`src/rtl/traffic_input_cond_pkg.sv`:
```
// traffic_input_cond shared definitions: parameter defaults,
// raw input polarity, channel indices and the clog2 width helper.
package traffic_input_cond_pkg;

  localparam int DEB_CYC_DEF  = 4;
  localparam int HOLD_CYC_DEF = 8;
  localparam int LOCK_CYC_DEF = 16;

  localparam logic SENSOR_ACTIVE = 1'b1;
  localparam logic BTN_ACTIVE    = 1'b1;

  localparam int CH_A = 0;
  localparam int CH_B = 1;
  localparam int CH_P = 2;
  localparam int CH_R = 3;

  // Never returns 0 so zero-valued parameters still give a legal width.
  function automatic int clog2(input int v);
    int r;
    r = 1;
    for (int i = 0; i < 31; i++)
      if ((1 << i) < v) r = i + 1;
    return r;
  endfunction

endpackage

```
`src/rtl/traffic_input_cond_if.sv`:
```
// Raw sensor/button inputs and conditioned controller-facing outputs.
// master: drives raw inputs; slave: the conditioning stage.
interface traffic_input_cond_if;

  logic i_sensor_a;
  logic i_sensor_b;
  logic i_btn_p;
  logic i_btn_r;
  logic o_traffic_a;
  logic o_traffic_b;
  logic o_mode_p;
  logic o_mode_r;

  modport master (
    output i_sensor_a, i_sensor_b, i_btn_p, i_btn_r,
    input  o_traffic_a, o_traffic_b, o_mode_p, o_mode_r
  );

  modport slave (
    input  i_sensor_a, i_sensor_b, i_btn_p, i_btn_r,
    output o_traffic_a, o_traffic_b, o_mode_p, o_mode_r
  );

endinterface

```
`src/rtl/traffic_input_cond_debounce.sv`:
```
// input_debounce: 2-flop synchroniser plus run-length debounce.
// Ports: clk, rst_n, raw (async, active-high), d (debounced), rise.
module input_debounce
  import traffic_input_cond_pkg::*;
#(
  parameter int DEB_CYC = DEB_CYC_DEF
) (
  input  logic clk,
  input  logic rst_n,
  input  logic raw,
  output logic d,
  output logic rise
);

  localparam int CW = clog2(DEB_CYC + 1);

  logic          s1;
  logic          s2;
  logic          d_q;
  logic [CW-1:0] cnt;

  always_ff @(posedge clk or negedge rst_n) begin
    if (!rst_n) begin
      s1  <= 1'b0;
      s2  <= 1'b0;
      d   <= 1'b0;
      d_q <= 1'b0;
      cnt <= '0;
    end else begin
      s1  <= raw;
      s2  <= s1;
      d_q <= d;
      if (s2 == d) begin
        cnt <= '0;
      end else if (cnt == CW'(DEB_CYC - 1)) begin
        d   <= s2;
        cnt <= '0;
      end else begin
        cnt <= cnt + CW'(1);
      end
    end
  end

  assign rise = d & ~d_q;

endmodule

```
`src/rtl/traffic_input_cond.sv`:
```
// traffic_input_cond: debounce sensors/buttons, stretch traffic, pulse modes.
// Ports: i_clk, i_rstn, bus (slave). Option: COND_LOCKOUT_EN.
module traffic_input_cond
  import traffic_input_cond_pkg::*;
#(
  parameter int DEB_CYC  = DEB_CYC_DEF,
  parameter int HOLD_CYC = HOLD_CYC_DEF
`ifdef COND_LOCKOUT_EN
  ,
  parameter int LOCK_CYC = LOCK_CYC_DEF
`endif
) (
  input  logic i_clk,
  input  logic i_rstn,
  traffic_input_cond_if.slave bus
);

  localparam int HW = clog2(HOLD_CYC + 1);

  logic [3:0]    raw;
  logic [3:0]    d;
  logic [3:0]    rise;
  logic [1:0]    d_prev;
  logic [HW-1:0] hold    [2];
  logic [HW-1:0] hold_nx [2];
  logic [1:0]    traffic_q;
  logic          mode_p_q;
  logic          mode_r_q;
  logic          lock;
  logic          go_p;
  logic          go_r;

  assign raw[CH_A] = bus.i_sensor_a ~^ SENSOR_ACTIVE;
  assign raw[CH_B] = bus.i_sensor_b ~^ SENSOR_ACTIVE;
  assign raw[CH_P] = bus.i_btn_p ~^ BTN_ACTIVE;
  assign raw[CH_R] = bus.i_btn_r ~^ BTN_ACTIVE;

  for (genvar g = 0; g < 4; g++) begin : g_deb
    input_debounce #(.DEB_CYC(DEB_CYC)) u_deb (
      .clk  (i_clk),
      .rst_n(i_rstn),
      .raw  (raw[g]),
      .d    (d[g]),
      .rise (rise[g])
    );
  end

  // Hold reloads on the cycle d is first seen low after being high.
  always_comb begin
    for (int i = 0; i < 2; i++) begin
      hold_nx[i] = '0;
      if (d[i])
        hold_nx[i] = '0;
      else if (d_prev[i])
        hold_nx[i] = HW'(HOLD_CYC);
      else if (hold[i] != '0)
        hold_nx[i] = hold[i] - HW'(1);
    end
  end

  // Simultaneous requests cancel: the controller must never see both.
  assign go_p = rise[CH_P] & ~rise[CH_R] & ~lock;
  assign go_r = rise[CH_R] & ~rise[CH_P] & ~lock;

  always_ff @(posedge i_clk or negedge i_rstn) begin
    if (!i_rstn) begin
      d_prev    <= '0;
      hold[0]   <= '0;
      hold[1]   <= '0;
      traffic_q <= '0;
      mode_p_q  <= 1'b0;
      mode_r_q  <= 1'b0;
    end else begin
      d_prev       <= d[1:0];
      hold[0]      <= hold_nx[0];
      hold[1]      <= hold_nx[1];
      traffic_q[0] <= d[0] | (hold_nx[0] != '0);
      traffic_q[1] <= d[1] | (hold_nx[1] != '0);
      mode_p_q     <= go_p;
      mode_r_q     <= go_r;
    end
  end

`ifdef COND_LOCKOUT_EN
  localparam int LW = clog2(LOCK_CYC + 1);

  logic [LW-1:0] lock_cnt;

  assign lock = (lock_cnt != '0);

  always_ff @(posedge i_clk or negedge i_rstn) begin
    if (!i_rstn)
      lock_cnt <= '0;
    else if (go_p | go_r)
      lock_cnt <= LW'(LOCK_CYC);
    else if (lock)
      lock_cnt <= lock_cnt - LW'(1);
  end
`else
  assign lock = 1'b0;
`endif

  assign bus.o_traffic_a = traffic_q[0];
  assign bus.o_traffic_b = traffic_q[1];
  assign bus.o_mode_p    = mode_p_q;
  assign bus.o_mode_r    = mode_r_q;

endmodule
```
`src/flat_wrapper.sv`:
```
// flat-port wrapper written by rule: the top's interface ports become plain ports
module traffic_input_cond_flat import traffic_input_cond_pkg::*;
#(
  parameter int DEB_CYC  = DEB_CYC_DEF,
  parameter int HOLD_CYC = HOLD_CYC_DEF

)
  (i_clk, i_rstn, bus_i_sensor_a, bus_i_sensor_b, bus_i_btn_p, bus_i_btn_r, bus_o_traffic_a, bus_o_traffic_b, bus_o_mode_p, bus_o_mode_r);
  traffic_input_cond_if bus_i ();
  input  logic i_clk;
  input  logic i_rstn;
  input wire logic [$bits(bus_i.i_sensor_a)-1:0] bus_i_sensor_a;
  input wire logic [$bits(bus_i.i_sensor_b)-1:0] bus_i_sensor_b;
  input wire logic [$bits(bus_i.i_btn_p)-1:0] bus_i_btn_p;
  input wire logic [$bits(bus_i.i_btn_r)-1:0] bus_i_btn_r;
  output wire logic [$bits(bus_i.o_traffic_a)-1:0] bus_o_traffic_a;
  output wire logic [$bits(bus_i.o_traffic_b)-1:0] bus_o_traffic_b;
  output wire logic [$bits(bus_i.o_mode_p)-1:0] bus_o_mode_p;
  output wire logic [$bits(bus_i.o_mode_r)-1:0] bus_o_mode_r;
  assign bus_i.i_sensor_a = bus_i_sensor_a;
  assign bus_i.i_sensor_b = bus_i_sensor_b;
  assign bus_i.i_btn_p = bus_i_btn_p;
  assign bus_i.i_btn_r = bus_i_btn_r;
  assign bus_o_traffic_a = bus_i.o_traffic_a;
  assign bus_o_traffic_b = bus_i.o_traffic_b;
  assign bus_o_mode_p = bus_i.o_mode_p;
  assign bus_o_mode_r = bus_i.o_mode_r;
  traffic_input_cond #(.DEB_CYC(DEB_CYC), .HOLD_CYC(HOLD_CYC)) u_core (.i_clk(i_clk), .i_rstn(i_rstn), .bus(bus_i));
endmodule
```
`config.mk`:
```
export PLATFORM = sky130hd
export DESIGN_NAME = traffic_input_cond_flat
export DESIGN_NICKNAME = d
export VERILOG_FILES = /design/src/rtl/traffic_input_cond_pkg.sv /design/src/rtl/traffic_input_cond_if.sv /design/src/rtl/traffic_input_cond_debounce.sv /design/src/rtl/traffic_input_cond.sv /design/src/flat_wrapper.sv
export SDC_FILE = /design/constraint.sdc
export NUM_CORES = 1
export LEC_CHECK = 0
export BUFFER_PORTS_ARGS = -buffer_cell sky130_fd_sc_hd__clkbuf_2
export CORE_AREA = 2 2 64 66
export DETAILED_ROUTE_END_ITERATION = 6
export DIE_AREA = 0 0 66 68
export PLACE_DENSITY = 0.56
export SLEW_MARGIN = 20
export SYNTH_ARGS = -nofsm -noshare
export SYNTH_HDL_FRONTEND = slang
export SYNTH_SLANG_ARGS = --single-unit
```
`constraint.sdc`:
```
create_clock -name i_clk -period 1.3 [get_ports i_clk]
set_input_delay 0.26 -clock i_clk [delete_from_list [all_inputs] [get_ports i_clk]]
set_output_delay 0.26 -clock i_clk [all_outputs]
set_load 0.01 [all_outputs]
```
Word level (Yosys, flattened, before mapping)
Index checks and enable logic that the tools add are counted.

Register bits: 40. Latch bits: 0. RAM bits: 0. Memory bits (read-only): 0. Bits of input ports: 6. Output and inout port bits: 4. Logic and storage cells: 74. Memories: 0.

Add/sub/neg operators: 6. Multipliers: 0. Div/mod/pow operators: 0. Order comparisons: 0. Equality and inequality tests: 8. Shifts and indexed selects: 0. Muxes and demuxes: 14. Bitwise logic cells: 14. Reductions and logical operators: 8.

Operator list (count): $mux 3 (8); $mux 4 (6); $reduce_bool 4->1 (4); $add 3x1->3 const B (4); $eq 3x2->1 const B (4); $not 1->1 (8); $reduce_and 2->1 (4); $sub 4x1->4 const B (2); $and 1x1->1 (4); $eq 1x1->1 (4); $or 1x1->1 (2).

Logic depth before layout (Yosys ltp)
Word-level depth: 6. Mapped depth: 5. Gate-level depth less buffers: 5.

Modules after synthesis
A second synthesis with hierarchy kept.

Cell total of the unflattened synthesis: 112. Area, all modules: 1605.3 um^2.

By module, submodules not included: input_debounce at u_core.g_deb[1].u_deb ... (times used 3, cells each 15, area an instance 252.7 um^2, seq. area each 175.2 um^2); traffic_input_cond (times used 1, cells each 52, area an instance 595.6 um^2, seq. area each 350.3 um^2); input_debounce at u_core.g_deb[0].u_deb (times used 1, cells each 15, area an instance 251.5 um^2, seq. area each 175.2 um^2).

Least setup slack after synthesis
No wires, ideal clock.

Path type: register to register. Start: register u_core.hold[4] in the netlist's numbering. End: register u_core.traffic_q[0]. Setup time: 0.137 ns. Arrival: 1.222 ns. Data required time: 1.163 ns. Slack: -0.059 ns. Cell stages (with the launch flop): 6. Buffers on the path: 0. Period minus slack after synthesis: 1.359 ns. Cell sequence: dfrtp_1 > inv_1 > ha_1 > or3b_1 > a21boi_0 > o311ai_1.

Word-level cells in the longest chain between the ends: 6. Elaborated cells between the ends (all ways): 7. Classes of those cells: 1 x add/sub; 3 x mux; 1 x bitwise; 2 x reduce/logical.

RTL lines: start: declaration (RTL line traffic_input_cond.sv:24) `logic [HW-1:0] hold [2];`; $sub 4x1->4 / $reduce_bool 4->1 (equally long branches) (RTL line traffic_input_cond.sv:57, traffic_input_cond.sv:56); $mux 4 * (RTL line traffic_input_cond.sv:56) `else if (hold[i] != '0)`; $mux 4 * (RTL line traffic_input_cond.sv:54) `else if (d_prev[i])`; $mux 4 * (RTL line traffic_input_cond.sv:52) `if (d[i])`; $reduce_bool 4->1 * (RTL line traffic_input_cond.sv:77) `traffic_q[0] <= d[0] | (hold_nx[0] != '0);`; $or 1x1->1 * (RTL line traffic_input_cond.sv:77); end signal: assignment (RTL line traffic_input_cond.sv:77); end: declaration (RTL line traffic_input_cond.sv:26) `logic [1:0] traffic_q;`.

Mark *: on every way between the ends. The rest lies on a longest branch, timed or not. A chain may end at the register's enable or synchronous reset.

Final worst setup path
Start: register u_core.hold[5] in the netlist's numbering. End: register u_core.traffic_q[0].

The elaborated chain is that of the path after synthesis.

==> impl_results.rst <==
.. list-table::
   :header-rows: 1

   * - Metric
     - Value
   * - Result of the run
     - complete, but fails checks
   * - Failing checks
     - setup timing
   * - All-Layer GR Usage
     - 11.5%
   * - Weighted congestion at the end of routability-driven global placement
     - 0.771
   * - Required @ worst endpoint
     - around 1.5 ns
   * - Power density normalized to cell area
     - 2320 mW/mm2
   * - Origin of the critical flop-to-flop path
     - u_core.hold[5]
   * - Number of instances in the synthesized netlist
     - around 110
   * - Mapped cell area
     - 0.00152 mm2
   * - Grt total ovfl
     - 0
   * - Placed wire-length estimate after detailed placement
     - 1.46 mm
   * - Worst-case setup slack after placement
     - -0.0408 ns
   * - Router iterations before antenna repair
     - 3
   * - Fill cells
     - 352
   * - Max Cap Viol
     - 0
   * - Setup Viol. Count Final
     - 1
   * - Hold Crit Depth
     - 1
   * - Final count of hold timing violations
     - 0
   * - Final count of pins violating max slew
     - 0
   * - Crit Path Max Fanout
     - 2
   * - Pin count of the biggest net entering global routing
     - 25
   * - Depth of the worst register-to-register path
     - 5
   * - Routed Wire Length
     - 2.09 mm
   * - DRC viols
     - 0
   * - First-pass GRT wire length
     - about 3.8 mm
   * - Synth-to-Final Area Change
     - 21.5%
   * - Die Ht
     - 68 um
   * - Max-Slew Margin vs Limit
     - between 60% and 70%
   * - Critical Path Sink Type
     - flop
   * - CORE AREA
     - 0.00386 mm2
   * - Min-Delay Endpoint
     - u_core.g_deb[3].u_deb.s1
   * - DRT iter0 DRCs
     - 31
   * - Critical R2R Capture
     - u_core.traffic_q[0]
   * - Startpoint of the lowest-slack hold path
     - bus_i_btn_r
   * - Worst Max-Slew Pin Slew
     - 0.458 ns
   * - Buffer cell driving the clock tree root
     - sky130_fd_sc_hd__clkbuf_8
   * - Clock H-tree levels
     - 2
   * - Class of the tightest hold or removal check
     - in2reg
   * - Synthesized Nets
     - 126
   * - Critical setup path kind
     - reg2reg
   * - Layout Skew
     - 0.00358 ns
   * - Share of the clock period used by the worst path
     - 105%
   * - Sequential share of the synthesized area
     - 66.0%
   * - Worst reg-to-reg setup slack
     - -0.06 ns
   * - Routed wire per std cell
     - 11.3 um
   * - Number of distinct library cell variants in the gate-level netlist after synthesis
     - 23
   * - Horizontal die dimension
     - 66 um
   * - Fraction of layout cells with a size suffix above 1
     - 30.4%
   * - Clock period minus worst slack
     - between 1 and 1.5 ns
   * - Critical Path AT
     - between 1.5 and 2 ns
   * - Ant. Diodes
     - 0
   * - Maximum ir drop on the vdd rail
     - 1140 uV
   * - Max Clk Rate
     - ~730 MHz
   * - Routed via count
     - 876
   * - Insertion delay of the later-clocked pin in the worst-skew pair
     - 0.29 ns
   * - Net count of the finished layout
     - approximately 150
   * - Post-placement cell count
     - 175
   * - Post-route ant nets
     - 0
   * - Vias in the first global route
     - between 800 and 900
   * - # rows
     - 23
   * - Post-DR vias/cell
     - between 4 and 5
   * - Leakage dissipation
     - 0.000853 uW
   * - Setup ws final
     - -0.0632 ns
   * - Number of top-level pins
     - 10
   * - Initial Util
     - between 30 and 40%
   * - Unrepaired setup endpoints after global routing
     - true
   * - Syn. warnings
     - 0
   * - CTS clock-pin slew for the worst setup and hold paths
     - about 0.07 ns
   * - Maximum buffer depth of the clock tree
     - 2
   * - Cell Count, Final, Fillers Out
     - 185
   * - Number of synthesized register bits
     - 40
   * - Syn avg cell area
     - approximately 14 um2
   * - Critical Path Start Type
     - flop
   * - Clock tree from TritonCTS
     - built
   * - Area of the die
     - 0.00449 mm2
   * - Total clock buffers created by CTS
     - 5
   * - Worst hold margin
     - 0.0706 ns
   * - CTS sink count
     - 40
   * - Antenna violations before repair
     - 0
   * - Port Buf Inserts
     - 9
[layer usage]
layer	up-vias	wire, um	global-route usage, %
met5	-	0	0
met4	0	51	6.12
met3	5	83	4.44
met2	9	1030	17.9
met1	440	928	14.0
li1	422	-	-
[cells in the final DEF (no fill, tap or decap), types with 2 or more instances in the layout]
cell,netlist,final
sky130_fd_sc_hd__nor3b_1,9,9
sky130_fd_sc_hd__nor2_1,10,10
sky130_fd_sc_hd__nor2b_2,0,2
sky130_fd_sc_hd__clkbuf_2,0,9
sky130_fd_sc_hd__xnor2_1,5,4
sky130_fd_sc_hd__nor3_1,6,6
sky130_fd_sc_hd__dfrtp_1,40,40
sky130_fd_sc_hd__buf_4,0,4
sky130_fd_sc_hd__nand2_1,2,2
sky130_fd_sc_hd__inv_1,7,4
sky130_fd_sc_hd__ha_1,8,4
sky130_fd_sc_hd__inv_2,0,3
sky130_fd_sc_hd__nor2b_1,5,3
sky130_fd_sc_hd__mux2_2,4,4
sky130_fd_sc_hd__nand2b_1,2,2
sky130_fd_sc_hd__clkbuf_8,0,5
sky130_fd_sc_hd__ha_2,0,3
[cells in the mapped netlist (all sizes together)]
library cell / instances / area share (%)
a211o: 1 / 0.58
a211oi: 1 / 0.82
a21boi: 2 / 0.99
a21oi: 2 / 0.66
and2b: 1 / 0.50
and3: 1 / 0.50
and3b: 1 / 0.58
dfrtp: 40 / 66
ha: 8 / 6.6
inv: 7 / 1.7
mux2: 4 / 3.0
mux2i: 1 / 0.66
nand2: 2 / 0.50
nand2b: 2 / 0.82
nor2: 10 / 2.5
nor2b: 5 / 2.1
nor3: 6 / 2.0
nor3b: 9 / 4.5
o211ai: 1 / 0.50
o311ai: 1 / 0.58
o31a: 1 / 0.58
or3b: 1 / 0.58
xnor2: 5 / 2.9
[cells by family after synthesis]
logic type / Yosys count / synth area share (%)
flops: 40 / 66.0
mux: 5 / 3.63
buf+inv: 7 / 1.73
compound gates: 9 / 4.70
xor+xnor: 5 / 2.89
simple gates: 38 / 14.4
fa+ha+maj: 8 / 6.60
[timing repair]
| action | in CTS | in global routing |
|---|---|---|
| cloned | 0 | 0 |
| pin swaps | 1 | 4 |
| endpoints found under the setup margin | 1 | 6 |
| buffers inserted | 1 | 0 |
| endpoints found under the hold margin | 16 | 0 |
| gates resized for setup | 4 | 11 |
| hold buffers | 1 | 0 |
[cell type report]
| class | instances | area, um2 | share of cell area, % |
|---|---|---|---|
| clock buffer | 6 | 72.6 | 3.94 |
| clock inverter | 2 | 35.0 | 1.90 |
| inverter | 7 | 26.3 | 1.43 |
| multi-input combinational | 65 | 539 | 29.3 |
| sequential | 40 | 1000 | 54.3 |
| tap | 50 | 62.6 | 3.40 |
| timing repair buffer | 15 | 105 | 5.71 |
[stage by stage]
| stage | utilization (%) | power, uW | area [um2] | TNS [ns] |
|---|---|---|---|---|
| 3_5_place_dp | 43.2 | 3160 | 1670 | -0.0408 |
| 3_3_place_gp | 43.2 | 3100 | 1670 | -0.00694 |
| 5_1_grt | 47.8 | 4640 | 1840 | -0.185 |
| 6_report | 47.8 | 4270 | 1840 | -0.0632 |
| 4_1_cts | 46.8 | 4190 | 1800 | -0.0443 |
| 2_1_floorplan | - | 2810 | 1520 | -0.0264 |
[state kept, by name (all words and copies together), names as in the netlist, 2 cells and up]
signal	count
u_core.g_deb.u_deb.s2	4
u_core.g_deb.u_deb.d_q	2
u_core.d_prev	2
u_core.g_deb.u_deb.d	4
u_core.g_deb.u_deb.s1	4
u_core.traffic_q	2
u_core.g_deb.u_deb.cnt	12
u_core.hold	8
[worst max path at each step]
stage,startpoint,end,slack (ns),cells after the start
CTS,u_core.hold[4],u_core.traffic_q[0],-0.04,5
floorplan,u_core.hold[4],u_core.traffic_q[0],-0.03,5
global placement,u_core.hold[4],u_core.traffic_q[0],-0.007,5
finish,u_core.hold[5],u_core.traffic_q[0],-0.06,5
detailed placement,u_core.hold[5],u_core.traffic_q[0],-0.04,5
global route,u_core.hold[5],u_core.traffic_q[0],-0.12,5
[worst max-delay path, cell delays in order, from the launching register on]
cell and delay [ns]:
sky130_fd_sc_hd__dfrtp_1 0.40, sky130_fd_sc_hd__inv_2 0.09, sky130_fd_sc_hd__ha_4 0.13, sky130_fd_sc_hd__or3b_4 0.38, sky130_fd_sc_hd__a21boi_2 0.14, sky130_fd_sc_hd__o311ai_2 0.10
[power by group]
part	total, uW	internal, uW	switching [uW]
Combinational	1350	727	621
Clock	970	569	401
Sequential	1950	1640	306
(Power assumes the default switching activity.)
